## src/rtl/skid_buffer_stream.sv

```systemverilog
// Two-entry register slice for a valid/ready stream. Every output (s_ready, m_valid, m_data)
// comes straight from a flop, so no combinational path crosses the slice in either direction,
// and one word per cycle still flows while the downstream accepts.
module skid_buffer_stream #(
  parameter int unsigned           WORD_WIDTH  = 32,
  parameter logic [WORD_WIDTH-1:0] RESET_VALUE = '0
) (
  input  logic                  clock,
  input  logic                  reset,
  input  logic                  clear,
  input  logic                  s_valid,
  output logic                  s_ready,
  input  logic [WORD_WIDTH-1:0] s_data,
  output logic                  m_valid,
  input  logic                  m_ready,
  output logic [WORD_WIDTH-1:0] m_data
);

  // StEmpty: no word held; StBusy: out_reg holds a word; StFull: out_reg and skid_reg hold words.
  typedef enum logic [1:0] {StEmpty, StBusy, StFull} state_e;

  state_e                state_q, state_d;
  logic                  s_ready_q, s_ready_d;
  logic                  m_valid_q, m_valid_d;
  logic [WORD_WIDTH-1:0] out_q, out_d;
  logic [WORD_WIDTH-1:0] skid_q, skid_d;
  logic                  s_xfer, m_xfer;

  assign s_xfer  = s_valid & s_ready_q;
  assign m_xfer  = m_valid_q & m_ready;

  assign s_ready = s_ready_q;
  assign m_valid = m_valid_q;
  assign m_data  = out_q;

  // Next state, data-register updates, and the registered handshake flags derived from them.
  always_comb begin
    state_d = state_q;
    out_d   = out_q;
    skid_d  = skid_q;
    if (clear) begin
      // Flush wins over any transfer on the same edge.
      state_d = StEmpty;
      out_d   = RESET_VALUE;
      skid_d  = RESET_VALUE;
    end else begin
      unique case (state_q)
        StEmpty: begin
          if (s_xfer) begin
            out_d   = s_data;
            state_d = StBusy;
          end
        end
        StBusy: begin
          if (s_xfer && !m_xfer) begin
            skid_d  = s_data;
            state_d = StFull;
          end else if (!s_xfer && m_xfer) begin
            state_d = StEmpty;
          end else if (s_xfer && m_xfer) begin
            out_d   = s_data;
          end
        end
        StFull: begin
          // s_ready is low here, so only the downstream side can move.
          if (m_xfer) begin
            out_d   = skid_q;
            state_d = StBusy;
          end
        end
        default: state_d = StEmpty;
      endcase
    end
    s_ready_d = (state_d != StFull);
    m_valid_d = (state_d != StEmpty);
  end

  // Control state and handshake flags; s_ready stays low in reset and rises on the first edge after.
  always_ff @(posedge clock or posedge reset) begin
    if (reset) begin
      state_q   <= StEmpty;
      s_ready_q <= 1'b0;
      m_valid_q <= 1'b0;
    end else begin
      state_q   <= state_d;
      s_ready_q <= s_ready_d;
      m_valid_q <= m_valid_d;
    end
  end

  // Data registers: output word and the skid word parked while the downstream stalls.
  always_ff @(posedge clock or posedge reset) begin
    if (reset) begin
      out_q  <= RESET_VALUE;
      skid_q <= RESET_VALUE;
    end else begin
      out_q  <= out_d;
      skid_q <= skid_d;
    end
  end

endmodule
```

## config.mk

```make
export PLATFORM = sky130hd
export DESIGN_NAME = skid_buffer_stream
export DESIGN_NICKNAME = d
export VERILOG_FILES = /design/src/rtl/skid_buffer_stream.sv
export SDC_FILE = /design/constraint.sdc
export NUM_CORES = 1
export LEC_CHECK = 0
export CAP_MARGIN = 20
export CORE_AREA = 4 4 94 96
export DETAILED_ROUTE_END_ITERATION = 10
export DIE_AREA = 0 0 98 100
export PLACE_DENSITY = 0.75
export SLEW_MARGIN = 20
export SYNTH_ARGS = -nofsm -noshare
export SYNTH_HDL_FRONTEND = slang
export SYNTH_SLANG_ARGS = --single-unit
```

## constraint.sdc

```tcl
create_clock -name clock -period 1.9 [get_ports clock]
set_input_delay 0.19 -clock clock [delete_from_list [all_inputs] [get_ports clock]]
set_output_delay 0.19 -clock clock [all_outputs]
set_load 0.03 [all_outputs]
```

==> flow_metrics.env <==
export IMPL_critical_path_max_fanout=5
export IMPL_gp_congestion=0.8522
export IMPL_num_nets_final=416
export IMPL_grtUsageTotal_pct=19.29
export IMPL_synth_warnings=0
export IMPL_fin_ws_ps=195.5
export IMPL_cts_buffer_depth=2
export IMPL_internal_power_uw=2833
export IMPL_seq_power_share_pct=40.0
export IMPL_synth_cells=321
export IMPL_chipWidth_um=98
export IMPL_rsz0062_at_grt="no"
export IMPL_syn_area_um2=3696
export IMPL_stdcell_count=489
export IMPL_hold_viol=0
export IMPL_cp_top_family="buffers and inverters"
export IMPL_via_count=2899
export IMPL_dieArea_um2=9800
export IMPL_pwr_share_comb_pct=31.0
export IMPL_clk_insertion_delay_late_ps=340
export IMPL_p_per_area_nw_per_um2=885.8
export IMPL_overflow=0
export IMPL_yosysSeqAreaShare_pct=46.04
export IMPL_synth_cell_types=25
export IMPL_wire_per_inst_um=18.79
export IMPL_core_um2=8051
export IMPL_cts_tree="done"
export IMPL_fp_dieH_um=100
export IMPL_cp_slowest_cell="clkdlybuf4s50_1"
export IMPL_drcViolationCount=0
export IMPL_yosys_area_share_simple_pct=5.721
export IMPL_syn_avg_cell_area_um2=11.51
export IMPL_end_kind="output port"
export IMPL_drv_slew=0
export IMPL_viasPerCell=5.928
export IMPL_power_leakage_uw=0.001987
export IMPL_dp_cells=473
export IMPL_cts_sinks=68
export IMPL_crit_buf_inv=1
export IMPL_synth_top_family_by_area="compound AO/OA/AOI/OAI gates"
export IMPL_synth_compound_area_share_pct=32.06
export IMPL_h_tree_depth=3
export IMPL_fin_worst_skew_ps=5.084
export IMPL_worstSetupStartpointType="flip-flop"
export IMPL_yosys_mux_area_fraction_pct=8.666
export IMPL_synth_xor_area_share_pct=0
export IMPL_port_buffers=70
export IMPL_grt_pass1_vias=2921
export IMPL_first_iter_violations=162
export IMPL_regArea_um2=1702
export IMPL_synth_seq_cells=68
export IMPL_setup_viol=0
export IMPL_yosys_area_top_type="dfrtp_1"
export IMPL_start_util_pct=45.91
export IMPL_crit_arrival_ps=1510
export IMPL_synth_top_cell_area_share_pct=46.04
export IMPL_fillers=673
export IMPL_max_freq_ghz=0.5867
export IMPL_antenna_found_initial=0
export IMPL_use_met2_pct=29.69
export IMPL_crit_type="flip-flop to output port"
export IMPL_switchingPower_uw=1354
export IMPL_status="finished clean"
export IMPL_pre_cts_slack_ps=163.7
export IMPL_grt_pass1_wl_mm=15.30
export IMPL_syn2layout_area_growth_pct=27.89
export IMPL_cpPeakStageDelay_ps=720
export IMPL_peakVddDrop_mv=0.4433
export IMPL_synth_area_top_cells="dfrtp_1, a211oi_2, mux2i_1"
export IMPL_use_met1_pct=27.29
export IMPL_antenna_cells=0
export IMPL_synth_fa_ha_area_share_pct=0
export IMPL_grt_max_degree=69
export IMPL_synth_nets=358
export IMPL_cp_data_required_time_ps=1710
export IMPL_num_io_pins=71
export IMPL_clkPwrFrac_pct=29.0
export IMPL_setup_tns_ps=0
export IMPL_dpl_hpwl_mm=5.792
export IMPL_swShare_pct=32.34
export IMPL_firstDrtPassIters=4
export IMPL_grt_met3_usage_pct=4.726
export IMPL_drv_cap=0
export IMPL_fin_crit_ps=1704
export IMPL_post_cts_setup_buffers=0
export IMPL_multiInputGateArea_um2=1729
export IMPL_root_buffer="clkbuf_8"
export IMPL_cts_resized_gates=0
export IMPL_drive_gt1_share_pct=24.48
export IMPL_cts_made_buffers=9
export IMPL_clk_pin_slew_ps=70
export IMPL_tightestPinTransition_ps=383.5
export IMPL_max_slew_margin_pct=74.43
export IMPL_hp_class="input port to flip-flop"
export IMPL_crit_chain="clkdlybuf4s50_1"
export IMPL_top_usage_layer="met2"
export IMPL_fp_row_count=33
export IMPL_drtAntennaViolNets=0
export IMPL_holdBufCountCts=0
export IMPL_routed_wirelength_mm=9.187
export IMPL_period_share_pct=89.71
==> layout make-up <==
| cell class | count | share of cell area [%] |
|---|---|---|
| well taps | 105 | 2.779 |
| inverters | 1 | 0.1588 |
| clock inverters | 1 | 0.6353 |
| repair buffers | 87 | 20.33 |
| multi-input cells | 212 | 36.58 |
| flip-flops and latches | 68 | 36.00 |
| clock buffers | 15 | 3.520 |
==> per-layer routing <==
metal  routed length, um  vias to the layer above  share of wire (%)
li1                    -                     1333                  -
met2                4374                       80                 48
met4                  99                        0                1.1
met5                   0                        -                  0
met3                 428                        8                4.7
met1                4284                     1478                 47
==> state kept, by name, summed over array words and instances, names as in the netlist <==
register,count
skid_q,32
m_valid,1
m_data,32
s_ready,1
state_q,2
==> final timing paths <==
path / end / slack, ps / start / cells after the start
setup / recovery: m_valid / 200 / m_valid / 1
hold / removal: m_data[28] / 190 / clear / 2
setup reg to reg: m_data[6] / 320 / state_q[0] / 4
hold reg to reg: skid_q[24] / 540 / skid_q[24] / 2
max in group asynchronous: m_data[4] / 1290 / reset / 3
min in group asynchronous: skid_q[1] / 280 / reset / 3
==> layout by cell type, fill, tap and decap left out, drive strengths merged <==
cell	netlist	final
a211oi	64	64
a21bo	1	1
a21boi	1	1
a21o	2	2
a21oi	35	35
a221o	1	1
a221oi	1	1
a32oi	1	1
and3b	1	1
and4b	1	1
buf	27	18
bufinv	0	1
clkbuf	13	15
clkdlybuf4s50	0	69
clkinvlp	0	1
dfrtp	68	68
mux2i	32	32
nand2	4	4
nand2b	1	1
nand3	32	32
nand3b	1	1
nor2	1	1
o21ai	32	32
o22ai	1	1
==> through the flow <==
step	utilization [%]	hold WS [ps]	cell area, um^2	power, uW
after floorplan	-	332.4	3700	2541
after global placement	56.27	526.8	4531	2983
after detailed placement	56.27	533.4	4531	3003
after CTS	58.71	175.3	4727	4219
after global routing	58.71	186.5	4727	4368
final	58.71	191.6	4727	4187
==> logic make-up (layout without fill, tap and decap cells) <==
logic type	Yosys count	after routing
buffers and inverters	41	104
AND/OR/NAND/NOR	41	41
AO/OA/AOI/OAI	139	139
multiplexers	32	32
flip-flops	68	68
==> power by group through the flow <==
stage                     Clock, uW  Sequential (uW)  Combinational, uW
after floorplan                   0             1860                679
after global placement            0             1700               1290
after detailed placement          0             1700               1300
after CTS                      1240             1670               1310
after global routing           1300             1690               1380
final                          1210             1680               1300
==> cells in the mapped netlist (all sizes together) <==
library cell  number
a211oi            64
a21bo              1
a21boi             1
a21o               2
a21oi             35
a221o              1
a221oi             1
a32oi              1
and3b              1
and4b              1
buf               27
clkbuf            13
dfrtp             68
inv                1
mux2i             32
nand2              4
nand2b             1
nand3             32
nand3b             1
nor2               1
o21ai             32
o22ai              1
(Power assumes the default switching activity.)
